==> config.mk <==
export PLATFORM = sky130hd
export DESIGN_NAME = ps2_scancode_decoder
export DESIGN_NICKNAME = d
export VERILOG_FILES = /design/src/rtl/ps2_scancode_decoder.sv
export SDC_FILE = /design/constraint.sdc
export NUM_CORES = 1
export LEC_CHECK = 0
export CAP_MARGIN = 20
export CORE_MARGIN = 4
export CORE_UTILIZATION = 55
export CTS_BUF_LIST = sky130_fd_sc_hd__clkbuf_8 sky130_fd_sc_hd__clkbuf_16
export CTS_CLUSTER_SIZE = 28
export DETAILED_ROUTE_END_ITERATION = 7
export PLACE_DENSITY = 0.84
export SYNTH_ARGS = -nofsm -noshare
export SYNTH_HDL_FRONTEND = slang
export SYNTH_SLANG_ARGS = --single-unit
==> constraint.sdc <==
create_clock -name clk -period 2.7 [get_ports clk]
set_input_delay 0.405 -clock clk [delete_from_list [all_inputs] [get_ports clk]]
set_output_delay 0.405 -clock clk [all_outputs]
set_load 0.005 [all_outputs]
==> src/rtl/ps2_scancode_decoder.sv <==
// PS/2 set-2 keyboard receiver: filtered pin sampling, frame FSM, E0/F0 prefix resolution.
// Optional PS2_PAUSE_KEY_EN collapses the E1 Pause sequence into a press/release pair of E0-77 events.
module ps2_scancode_decoder #(
  parameter int FILTER_LEN     = 8,
  parameter int TIMEOUT_CYCLES = 56000
) (
  input  logic       clk,
  input  logic       rst,
  input  logic       ps2clk_in,
  input  logic       ps2data_in,
  output logic       scan_received,
  output logic [7:0] scancode,
  output logic       extended,
  output logic       released,
  output logic       frame_error
);

  localparam logic [15:0] TO_LAST = 16'(TIMEOUT_CYCLES - 1);

  typedef enum logic [1:0] {
    RX_IDLE,
    RX_DATA,
    RX_PARITY,
    RX_STOP
  } rx_state_e;

`ifdef PS2_PAUSE_KEY_EN
  typedef enum logic [2:0] {
    P_NONE, P1, P2, P3, P4, P5, P6, P7
  } pause_state_e;

  pause_state_e pause_q, pause_d;
  logic [7:0]   pause_expect;
  pause_state_e pause_next;
`endif

  logic [1:0]            clk_sync_q, clk_sync_d;
  logic [1:0]            data_sync_q, data_sync_d;
  logic [FILTER_LEN-1:0] filt_hist_q, filt_hist_d;
  logic                  filt_clk_q, filt_clk_d;
  logic                  fall;
  logic                  data_bit;

  rx_state_e   rx_state_q, rx_state_d;
  logic [2:0]  bitcnt_q, bitcnt_d;
  logic [7:0]  shift_q, shift_d;
  logic        parity_q, parity_d;
  logic [15:0] to_cnt_q, to_cnt_d;
  logic        byte_valid_q, byte_valid_d;
  logic        rx_err;

  logic       ext_pend_q, ext_pend_d;
  logic       rel_pend_q, rel_pend_d;
  logic       scan_received_q, scan_received_d;
  logic [7:0] scancode_q, scancode_d;
  logic       extended_q, extended_d;
  logic       released_q, released_d;
  logic       frame_error_q, frame_error_d;
  logic       normal_byte;

  // Input conditioning: the clock only changes level after FILTER_LEN agreeing samples.
  always_comb begin
    clk_sync_d  = {clk_sync_q[0], ps2clk_in};
    data_sync_d = {data_sync_q[0], ps2data_in};
    filt_hist_d = {filt_hist_q[FILTER_LEN-2:0], clk_sync_q[1]};
    filt_clk_d  = filt_clk_q;
    if (filt_hist_q == '0) begin
      filt_clk_d = 1'b0;
    end else if (&filt_hist_q) begin
      filt_clk_d = 1'b1;
    end
    fall     = filt_clk_q & ~filt_clk_d;
    data_bit = data_sync_q[1];
  end

  always_comb begin
    rx_state_d   = rx_state_q;
    bitcnt_d     = bitcnt_q;
    shift_d      = shift_q;
    parity_d     = parity_q;
    byte_valid_d = 1'b0;
    rx_err       = 1'b0;
    to_cnt_d     = to_cnt_q + 16'd1;
    if (fall || rx_state_q == RX_IDLE) begin
      to_cnt_d = '0;
    end
    case (rx_state_q)
      RX_IDLE: begin
        if (fall && !data_bit) begin
          rx_state_d = RX_DATA;
          bitcnt_d   = '0;
          shift_d    = '0;
        end
      end
      RX_DATA: begin
        if (fall) begin
          shift_d  = {data_bit, shift_q[7:1]};
          bitcnt_d = bitcnt_q + 3'd1;
          if (bitcnt_q == 3'd7) begin
            rx_state_d = RX_PARITY;
          end
        end
      end
      RX_PARITY: begin
        if (fall) begin
          parity_d   = data_bit;
          rx_state_d = RX_STOP;
        end
      end
      RX_STOP: begin
        if (fall) begin
          rx_state_d = RX_IDLE;
          if (data_bit && (^{shift_q, parity_q})) begin
            byte_valid_d = 1'b1;
          end else begin
            rx_err = 1'b1;
          end
        end
      end
      default: rx_state_d = RX_IDLE;
    endcase
    // A fall in the same cycle wins over the timeout.
    if (rx_state_q != RX_IDLE && !fall && to_cnt_q == TO_LAST) begin
      rx_err     = 1'b1;
      rx_state_d = RX_IDLE;
    end
    frame_error_d = rx_err;
  end

`ifdef PS2_PAUSE_KEY_EN
  always_comb begin
    pause_expect = 8'hE1;
    pause_next   = P1;
    case (pause_q)
      P_NONE: begin pause_expect = 8'hE1; pause_next = P1;     end
      P1:     begin pause_expect = 8'h14; pause_next = P2;     end
      P2:     begin pause_expect = 8'h77; pause_next = P3;     end
      P3:     begin pause_expect = 8'hE1; pause_next = P4;     end
      P4:     begin pause_expect = 8'hF0; pause_next = P5;     end
      P5:     begin pause_expect = 8'h14; pause_next = P6;     end
      P6:     begin pause_expect = 8'hF0; pause_next = P7;     end
      P7:     begin pause_expect = 8'h77; pause_next = P_NONE; end
      default: begin pause_expect = 8'hE1; pause_next = P1;    end
    endcase
  end
`endif

  always_comb begin
    ext_pend_d      = ext_pend_q;
    rel_pend_d      = rel_pend_q;
    scan_received_d = 1'b0;
    scancode_d      = scancode_q;
    extended_d      = extended_q;
    released_d      = released_q;
    normal_byte     = byte_valid_q;
`ifdef PS2_PAUSE_KEY_EN
    pause_d = pause_q;
    if (byte_valid_q) begin
      if (shift_q == pause_expect) begin
        normal_byte = 1'b0;
        ext_pend_d  = 1'b0;
        rel_pend_d  = 1'b0;
        pause_d     = pause_next;
        if (pause_q == P2 || pause_q == P7) begin
          scan_received_d = 1'b1;
          scancode_d      = 8'h77;
          extended_d      = 1'b1;
          released_d      = (pause_q == P7);
        end
      end else if (shift_q == 8'hE1) begin
        // Broken sequence restarting on E1 begins a fresh Pause match.
        normal_byte = 1'b0;
        ext_pend_d  = 1'b0;
        rel_pend_d  = 1'b0;
        pause_d     = P1;
      end else begin
        pause_d = P_NONE;
      end
    end
`endif
    if (normal_byte) begin
      if (shift_q == 8'hE0) begin
        ext_pend_d = 1'b1;
      end else if (shift_q == 8'hF0) begin
        rel_pend_d = 1'b1;
      end else if (!ext_pend_q && !rel_pend_q &&
                   (shift_q == 8'hAA || shift_q == 8'hFA || shift_q == 8'hEE ||
                    shift_q == 8'hFE || shift_q == 8'h00 || shift_q == 8'hFF)) begin
        ext_pend_d = 1'b0;
      end else if (ext_pend_q && (shift_q == 8'h12 || shift_q == 8'h59)) begin
        ext_pend_d = 1'b0;
        rel_pend_d = 1'b0;
      end else begin
        scan_received_d = 1'b1;
        scancode_d      = shift_q;
        extended_d      = ext_pend_q;
        released_d      = rel_pend_q;
        ext_pend_d      = 1'b0;
        rel_pend_d      = 1'b0;
      end
    end
    if (rx_err) begin
      ext_pend_d = 1'b0;
      rel_pend_d = 1'b0;
`ifdef PS2_PAUSE_KEY_EN
      pause_d = P_NONE;
`endif
    end
  end

  always_ff @(posedge clk) begin
    if (rst) begin
      clk_sync_q      <= 2'b11;
      data_sync_q     <= 2'b11;
      filt_hist_q     <= '1;
      filt_clk_q      <= 1'b1;
      rx_state_q      <= RX_IDLE;
      bitcnt_q        <= '0;
      shift_q         <= '0;
      parity_q        <= 1'b0;
      to_cnt_q        <= '0;
      byte_valid_q    <= 1'b0;
      ext_pend_q      <= 1'b0;
      rel_pend_q      <= 1'b0;
      scan_received_q <= 1'b0;
      scancode_q      <= '0;
      extended_q      <= 1'b0;
      released_q      <= 1'b0;
      frame_error_q   <= 1'b0;
`ifdef PS2_PAUSE_KEY_EN
      pause_q         <= P_NONE;
`endif
    end else begin
      clk_sync_q      <= clk_sync_d;
      data_sync_q     <= data_sync_d;
      filt_hist_q     <= filt_hist_d;
      filt_clk_q      <= filt_clk_d;
      rx_state_q      <= rx_state_d;
      bitcnt_q        <= bitcnt_d;
      shift_q         <= shift_d;
      parity_q        <= parity_d;
      to_cnt_q        <= to_cnt_d;
      byte_valid_q    <= byte_valid_d;
      ext_pend_q      <= ext_pend_d;
      rel_pend_q      <= rel_pend_d;
      scan_received_q <= scan_received_d;
      scancode_q      <= scancode_d;
      extended_q      <= extended_d;
      released_q      <= released_d;
      frame_error_q   <= frame_error_d;
`ifdef PS2_PAUSE_KEY_EN
      pause_q         <= pause_d;
`endif
    end
  end

  assign scan_received = scan_received_q;
  assign scancode      = scancode_q;
  assign extended      = extended_q;
  assign released      = released_q;
  assign frame_error   = frame_error_q;

endmodule

==> impl_metrics.json, run 1 <==
{
  "fin_crit_sh": 0.753,
  "wl_per_cell_um": 13.1,
  "hold_violations": 0,
  "port_buffers": 15,
  "ctsLongestPathBuffers": 2,
  "hold_depth": 1,
  "worst_pin_slew_ns": 0.668,
  "cp.required_ns": 2.94,
  "leakage_nw": 1.04,
  "synth_edf_count": 0,
  "rows": 24,
  "timing.fmax_mhz": 492,
  "cts_root_buffer": "clkbuf_8",
  "vdd_drop_max_mv": 0.621,
  "dr.pass1.iters": 4,
  "hold_ws_ns": 0.408,
  "nFillCells": 359,
  "synth_area_leader_cell": "dfxtp_1",
  "worstSetupEndpointType": "register",
  "cts_buffers": 9,
  "antennaDiodeCount": 0,
  "dp_cells": 340,
  "routabilityCongestion": 0.745,
  "yosysSeqAreaShare": 0.448,
  "slew_headroom": 0.551,
  "dpl.hpwl_um": 3220,
  "register_area_um2": 1160,
  "ant_nets": 0,
  "setup-tns-final_ns": 0,
  "grt_usage": 0.176,
  "setup_viol": 0,
  "area_growth_syn_to_layout_pct": 14.4,
  "status": "finished, final reports clean",
  "clk_latency_ns": 0.34,
  "die_area_um2": 5870,
  "viasPerCell": 5.50,
  "clock_sinks": 58,
  "worstSetupStartpointType": "register",
  "synth_cell_type_count": 47,
  "synth_warnings": 0,
  "worst-path-max-fanout": 9,
  "synth_nets": 300,
  "synth.area.top_cells": "dfxtp_1 45%, nand2_1 6.2%, mux2i_1 4.2%, ha_1 3.4%, nand3_1 3.3%",
  "synth_top_area_frac": 0.448,
  "fin_cells": 356,
  "routed_wl_um": 4670,
  "drv_cap": 0,
  "syn_area_um2": 2590,
  "powerDensity_nw_per_um2": 651,
  "cts_resized": 0,
  "drive_gt1_frac": 0.128,
  "syn_inst": 289,
  "multiInputGateArea_um2": 1300,
  "fin_crit_ns": 2.03,
  "postSynthAreaPerCell_um2": 8.97,
  "coreArea_um2": 4440,
  "grt_overflow": 0,
  "clkTransAtPathRegs_ns": 0.07,
  "ys_seq_elements": 58,
  "vias": 1959,
  "grt_pass1_wl_um": 8200,
  "async_flop_share": 0,
  "crit_type": "register to register",
  "grt_pass1_vias": 1889,
  "grt_max_degree": 24,
  "drc": 0,
  "total_power_w": 0.00193,
  "die_y_um": 76.6,
  "cp.arrival_ns": 2.27,
  "rsz0062_at_grt": "no",
  "start_util": 0.583,
  "ioPinCount": 16,
  "ctsHoldBuffers": 0,
  "htree_levels": 3,
  "nets": 310,
  "cts_setup_buffers": 0,
  "ys.flop_type": "dfxtp_1",
  "cts_tree": "done",
  "first_iter_violations": 79,
  "final_area_um2": 2960,
  "antenna_found_initial": 0,
  "fin_skew_ns": 0.00779,
  "die_w_um": 76.6,
  "hold_path.class": "register to register",
  "placed_cell_area_um2": 2730,
  "slew_violations": 0,
  "reg2reg_depth": 5
}
## area by class of cell
type,instances,share of cell area
multi-input cells,205,0.439
clock buffers,12,0.0557
flip-flops and latches,58,0.392
well taps,52,0.0220
inverters,7,0.00886
repair buffers,18,0.0583
clock inverters,4,0.0245
## state kept, by name, indices dropped and copies added (netlist names)
name	count
ext_pend_q	1
data_sync_q	2
byte_valid_q	1
rel_pend_q	1
bitcnt_q	3
rx_state_q	2
filt_hist_q	8
released	1
filt_clk_q	1
clk_sync_q	2
shift_q	8
extended	1
scancode	8
parity_q	1
to_cnt_q	16
scan_received	1
frame_error	1
## worst paths after layout
| path | endpoint | start | slack, ns |
|---|---|---|---|
| min | data_sync_q[1] | data_sync_q[0] | 0.41 |
| max reg2reg | extended | shift_q[7] | 0.67 |
| min reg2reg | data_sync_q[1] | data_sync_q[0] | 0.41 |
| max | extended | shift_q[7] | 0.67 |
## kinds of logic (layout without fill, tap and decap cells)
family	count (synthesis)	in the layout	synth area share
muxes	11	11	0.0425
AOI/OAI and AO/OA	32	32	0.0797
xor gates and xnor gates	18	18	0.0715
and+or+nand+nor	136	136	0.271
buffers and inverters	26	41	0.0497
DFF	58	58	0.448
adders and majority gates	8	8	0.0377
## critical path: stages (launching register included)
cell and delay (ns):
dfxtp_1 0.40, or4_1 0.56, a211oi_2 0.27, a21oi_1 0.21, buf_4 0.23, o221a_2 0.26
## cell usage after synthesis (all sizes together) (3+ instances only)
cell type	n
a21oi	16
and2	3
and3	5
buf	10
clkbuf	9
dfxtp	58
ha	7
inv	7
mux2i	11
nand2	43
nand2b	3
nand3	17
nand4	8
nor2	19
nor3	4
nor4	6
o21ai	5
or2	16
xnor2	7
xor2	9
## power breakdown
part / switching, W / leakage, nW / internal, W
Clock: 0.000333 / 0.119 / 0.000593
Combinational: 0.0000782 / 0.457 / 0.0000428
Sequential: 0.0000128 / 0.469 / 0.000869
Total: 0.000424 / 1.04 / 0.00150
## through the flow
| stage | util | setup WS (ns) |
|---|---|---|
| after floorplan | - | 1.01 |
| after global routing | 0.667 | 0.522 |
| after global placement | 0.612 | 0.369 |
| final | 0.667 | 0.666 |
| after CTS | 0.667 | 0.658 |
| after detailed placement | 0.613 | 0.663 |
## cell usage in the layout, fill, tap and decap left out, drive strengths merged, types with 2 or more instances in the layout
master,n
a211oi,2
a21oi,16
and2,3
and3,5
and4,2
buf,3
bufinv,2
clkbuf,12
clkdlybuf4s50,15
dfxtp,58
ha,7
inv,7
mux2i,11
nand2,43
nand2b,3
nand3,17
nand4,8
nor2,19
nor2b,2
nor3,4
nor4,6
o21a,2
o21ai,5
or2,16
or3,2
or4,2
xnor2,7
xnor3,2
xor2,9
## per-layer routing
layer	vias to the layer above	GRT usage	wire length, um	share of wire
met3	11	0.0662	210	0.045
met4	0	0.0978	96	0.021
li1	1005	-	-	-
met2	38	0.287	2160	0.46
met5	-	0	0	0
met1	905	0.196	2200	0.47
No activity file was read; power rests on OpenSTA's default activity.
==> inputs of run 2 (changes only) <==
==> constraint.sdc (replaced) <==
create_clock -name clk -period 2 [get_ports clk]
set_input_delay 0.3 -clock clk [delete_from_list [all_inputs] [get_ports clk]]
set_output_delay 0.3 -clock clk [all_outputs]
set_load 0.005 [all_outputs]
==> run 2 against run 1 <==
Against the previous run:
- total power rose by 22%
- register-to-register slack got worse by 0.58 ns
- critical path depth rose by 1
- first-iteration DRC count rose by 110%
- combinational power rose by 60%
- maximum frequency rose by 6.3%
- sequential share of layout area rose by 0.25 points
- final cell count rose by 1.4%
- via count rose by 0.71%
- non-clock buffer count rose by 5
- wire length rose by 0.73%
- clock-buffer cell count did not move
==> impl_metrics.json, run 2 (synthesis results as in run 1) <==
{
  "status": "finished, final reports clean",
  "ctsHoldBuffers": 0,
  "grt_usage": 0.172,
  "hold_violations": 0,
  "drive_gt1_frac": 0.149,
  "wl_per_cell_um": 13.0,
  "area_growth_syn_to_layout_pct": 13.9,
  "internal_power_w": 0.00178,
  "worst-path-max-fanout": 5,
  "cts_tree": "done",
  "powerDensity_nw_per_um2": 794,
  "routed_wl_um": 4700,
  "clk_latency_ns": 0.33,
  "port_buffers": 15,
  "final_area_um2": 2950,
  "clkTransAtPathRegs_ns": 0.06,
  "htree_levels": 3,
  "pwr-share-seq": 0.508,
  "ctsLongestPathBuffers": 2,
  "die_y_um": 76.6,
  "clockPowerShare": 0.410,
  "worstSetupStartpointType": "register",
  "grt_pass1_wl_um": 8110,
  "top_register": "to_cnt_q",
  "grt_max_degree": 24,
  "timing.fmax_mhz": 523,
  "drc": 0,
  "drv_cap": 0,
  "first_iter_violations": 163,
  "cp.required_ns": 2.22,
  "swShare": 0.238,
  "die_area_um2": 5870,
  "vdd_drop_max_mv": 0.600,
  "rows": 24,
  "clock_sinks": 58,
  "coreArea_um2": 4440,
  "fin_skew_ns": 0.00604,
  "crit_type": "register to register",
  "start_util": 0.583,
  "die_w_um": 76.6,
  "vias": 1973,
  "antennaDiodeCount": 0,
  "fin_ws_ns": 0.0875,
  "slew_headroom": 0.538,
  "cp.arrival_ns": 2.14,
  "routabilityCongestion": 0.831,
  "fin_crit_sh": 0.956,
  "rrSetupSlack_ns": 0.09,
  "viasPerCell": 5.47,
  "final_common_cell": "dfxtp_1",
  "hold_path.class": "register to register",
  "leakage_nw": 1.06,
  "switchingPower_w": 0.000559,
  "setup_viol": 0,
  "final_cell_mix": "56 x dfxtp_1, 43 x nand2_1, 18 x nor2_1",
  "cts_root_buffer": "clkbuf_8",
  "fin_util": 0.664,
  "ioPinCount": 16,
  "slew_violations": 0,
  "dr.pass1.iters": 4,
  "fin_cells": 361,
  "fin_crit_ns": 1.91,
  "antenna_found_initial": 0,
  "ant_nets": 0,
  "power_frac_comb": 0.082,
  "grt_pass1_vias": 1868,
  "worstSetupEndpointType": "register",
  "cts_buffers": 9,
  "rsz0062_at_grt": "yes",
  "placed_cell_area_um2": 2760,
  "dpl.hpwl_um": 3180,
  "worst_pin_slew_ns": 0.688,
  "pre_cts_slack_ns": 0.0923,
  "largest_register_ffs": 16,
  "nets": 315,
  "grt_overflow": 0,
  "dp_cells": 344
}
## run 2: cell count changes in the layout (fill, tap and decap cells not counted), sizes merged
cell,previous run,this run
bufinv,2,0
clkinv,1,2
buf,3,8
clkinvlp,1,0
inv,7,9
## run 2: power groups by stage
stage / combinational (W) / clock, W / sequential, W
floorplan: 0.000134 / 0 / 0.00121
global placement: 0.000166 / 0 / 0.00121
detailed placement: 0.000175 / 0 / 0.00122
CTS: 0.000180 / 0.000987 / 0.00119
global route: 0.000211 / 0.00105 / 0.00119
finish: 0.000193 / 0.000960 / 0.00119
## run 2: worst max-delay path: stages (launching register included)
cell and delay, ns:
dfxtp_1 0.32, nor4_2 0.44, nand4_1 0.21, a222oi_1 0.39
buf_4 0.19, mux2i_1 0.21, nor2_2 0.04
## run 2: worst paths after layout
path,startpoint,to,cells after the start
worst max-delay path,filt_hist_q[5],rx_state_q[1],6
worst min-delay path,clk_sync_q[1],filt_hist_q[0],1
worst max register to register,filt_hist_q[5],rx_state_q[1],6
worst min register to register,clk_sync_q[1],filt_hist_q[0],1
## run 2: final cells by class
class | instances | area, um^2
clock inverters | 4 | 17.5
clock buffers | 12 | 165
flip-flops and latches | 58 | 1160
multi-input cells | 205 | 1300
repair buffers | 23 | 210
inverters | 7 | 26.3
fillers | 363 | 1490
well taps | 52 | 65.1
## run 2: repair_timing
action | CTS | global route
setup endpoints to repair | 0 | 29
buffers inserted | 0 | 1
gates resized for setup | 0 | 4
## run 2: layer usage
metal | track usage | vias up | wire length, um | share of wire
li1 | - | 1014 | - | -
met1 | 0.195 | 910 | 2210 | 0.47
met4 | 0.0743 | 0 | 68 | 0.014
met3 | 0.0757 | 7 | 231 | 0.049
met2 | 0.281 | 42 | 2200 | 0.47
met5 | 0 | - | 0 | 0
## run 2: metrics by stage
stage	hold WS, ns	setup TNS [ns]	power (W)
2_1_floorplan	0.389	0	0.00135
3_3_place_gp	0.397	0	0.00138
3_5_place_dp	0.395	0	0.00139
4_1_cts	0.415	0	0.00236
5_1_grt	0.423	-0.0488	0.00246
6_report	0.410	0	0.00234
==> inputs of run 3 (changes only) <==
--- a/config.mk
+++ b/config.mk
@@ -6,7 +6,6 @@
 export NUM_CORES = 1
 export LEC_CHECK = 0
 export CAP_MARGIN = 20
-export CORE_MARGIN = 4
 export CORE_UTILIZATION = 55
 export CTS_BUF_LIST = sky130_fd_sc_hd__clkbuf_8 sky130_fd_sc_hd__clkbuf_16
 export CTS_CLUSTER_SIZE = 28
==> run 3 against run 2 <==
Against the previous run:
- the run now ends with DRC left
- clock power grew 34%
- wire length grew 0.13%
- largest cell class unchanged
- combinational power shrank 9%
==> impl_metrics.json, run 3 (synthesis results as in run 1) <==
{
  "setup_viol": 0,
  "dr.pass1.iters": 7,
  "hold_path.class": "register to register",
  "crit_type": "register to register",
  "htree_levels": 3,
  "cts_setup_buffers": 0,
  "hold_ws_ns": 0.413,
  "cts_root_buffer": "clkbuf_8",
  "timing.fmax_mhz": 539,
  "nFillCells": 362,
  "start_util": 0.583,
  "coreArea_um2": 4440,
  "antenna_found_initial": 0,
  "die_area_um2": 4990,
  "worst_pin_slew_ns": 0.549,
  "cts_buffers": 9,
  "power_frac_comb": 0.066,
  "routed_wl_um": 4710,
  "dpl.hpwl_um": 3280,
  "pwr-share-seq": 0.449,
  "setup-tns-final_ns": 0,
  "first_iter_violations": 140,
  "pre_cts_slack_ns": 0.107,
  "final_common_cell": "dfxtp_1",
  "grt_pass1_vias": 1911,
  "cp.required_ns": 2.22,
  "clock_sinks": 58,
  "grt_overflow": 0,
  "worst-path-max-fanout": 4,
  "clk_latency_ns": 0.33,
  "viasPerCell": 5.52,
  "ant_nets": 0,
  "drv_cap": 0,
  "ctsLongestPathBuffers": 2,
  "hold_violations": 0,
  "clockPowerShare": 0.485,
  "nets": 316,
  "cpMaxStageDelayCell": "a222oi_1",
  "slew_violations": 0,
  "clkTransAtPathRegs_ns": 0.06,
  "fin_skew_ns": 0.00677,
  "worstSetupEndpointType": "register",
  "grt_max_degree": 24,
  "drc": 8,
  "cpPeakStageDelay_ns": 0.42,
  "die_w_um": 70.6,
  "powerDensity_nw_per_um2": 875,
  "routabilityCongestion": 0.808,
  "vias": 1994,
  "rows": 24,
  "area_growth_syn_to_layout_pct": 17.1,
  "leakage_nw": 1.11,
  "ctsHoldBuffers": 0,
  "internal_power_w": 0.00209,
  "final_cell_mix": "58 x dfxtp_1, 43 x nand2_1, 18 x nor2_1",
  "vdd_drop_max_mv": 0.729,
  "slew_headroom": 0.634,
  "fin_crit_ns": 1.85,
  "wl_per_cell_um": 13.0,
  "switchingPower_w": 0.000566,
  "cts_tree": "done",
  "grt_usage": 0.209,
  "fin_crit_sh": 0.927,
  "fin_util": 0.683,
  "fin_ws_ns": 0.145,
  "antennaDiodeCount": 0,
  "path_cells": "inv_1 > ha_1 > or2_2 > a222oi_1 > mux2i_1 > nor2_2",
  "grt_pass1_wl_um": 8060,
  "top_register": "to_cnt_q",
  "ioPinCount": 16,
  "drive_gt1_frac": 0.152,
  "status": "finished with violations",
  "die_y_um": 70.6,
  "cp.arrival_ns": 2.08,
  "swShare": 0.213,
  "violations": "DRC",
  "largest_register_ffs": 16,
  "total_power_w": 0.00266,
  "port_buffers": 15,
  "rsz0062_at_grt": "no",
  "worstSetupStartpointType": "register",
  "cts_resized": 0
}
## run 3: per-layer routing
layer | vias to the layer above | track usage | routed length, um
li1 | 1017 | - | -
met1 | 930 | 0.228 | 2060
met2 | 38 | 0.360 | 2350
met3 | 9 | 0.0783 | 219
met4 | 0 | 0.100 | 86
met5 | - | 0 | 0
## run 3: layout make-up
class / instances / area [um^2] / area share
clock buffers: 10 / 138 / 0.0453
clock inverters: 5 / 103 / 0.0338
inverters: 7 / 26.3 / 0.00866
multi-input cells: 205 / 1330 / 0.437
flip-flops and latches: 58 / 1160 / 0.383
well taps: 52 / 65.1 / 0.0214
repair buffers: 24 / 218 / 0.0717
## run 3: worst max-delay path: cells and delay by family, from the launching register on
| kind | cells | cell delay [ns] |
|---|---|---|
| AOI/OAI and AO/OA | 1 | 0.42 |
| adders and majority gates | 1 | 0.24 |
| buffers and inverters | 1 | 0.08 |
| DFF | 1 | 0.39 |
| muxes | 1 | 0.27 |
| and+or+nand+nor | 2 | 0.35 |
## run 3: power groups by stage
stage / registers [W] / clock network (W) / logic (W)
global placement: 0.00122 / 0 / 0.000170
CTS: 0.00119 / 0.00133 / 0.000177
global route: 0.00119 / 0.00138 / 0.000197
finish: 0.00119 / 0.00129 / 0.000175
detailed placement: 0.00122 / 0 / 0.000177
floorplan: 0.00121 / 0 / 0.000134
## run 3: worst paths after layout
| check | slack (ns) | cells past startpoint | start | endpoint |
|---|---|---|---|---|
| worst max-delay path | 0.15 | 6 | rx_state_q[0] | rx_state_q[1] |
| worst min-delay path | 0.41 | 1 | data_sync_q[0] | data_sync_q[1] |
| worst max register to register | 0.15 | 6 | rx_state_q[0] | rx_state_q[1] |
| worst min register to register | 0.41 | 1 | data_sync_q[0] | data_sync_q[1] |
## run 3: stage by stage
stage / cell area (um^2) / instances
floorplan: 2590 / 289
global placement: 2770 / 346
detailed placement: 2770 / 346
CTS: 3010 / 361
global route: 3040 / 361
finish: 3040 / 361
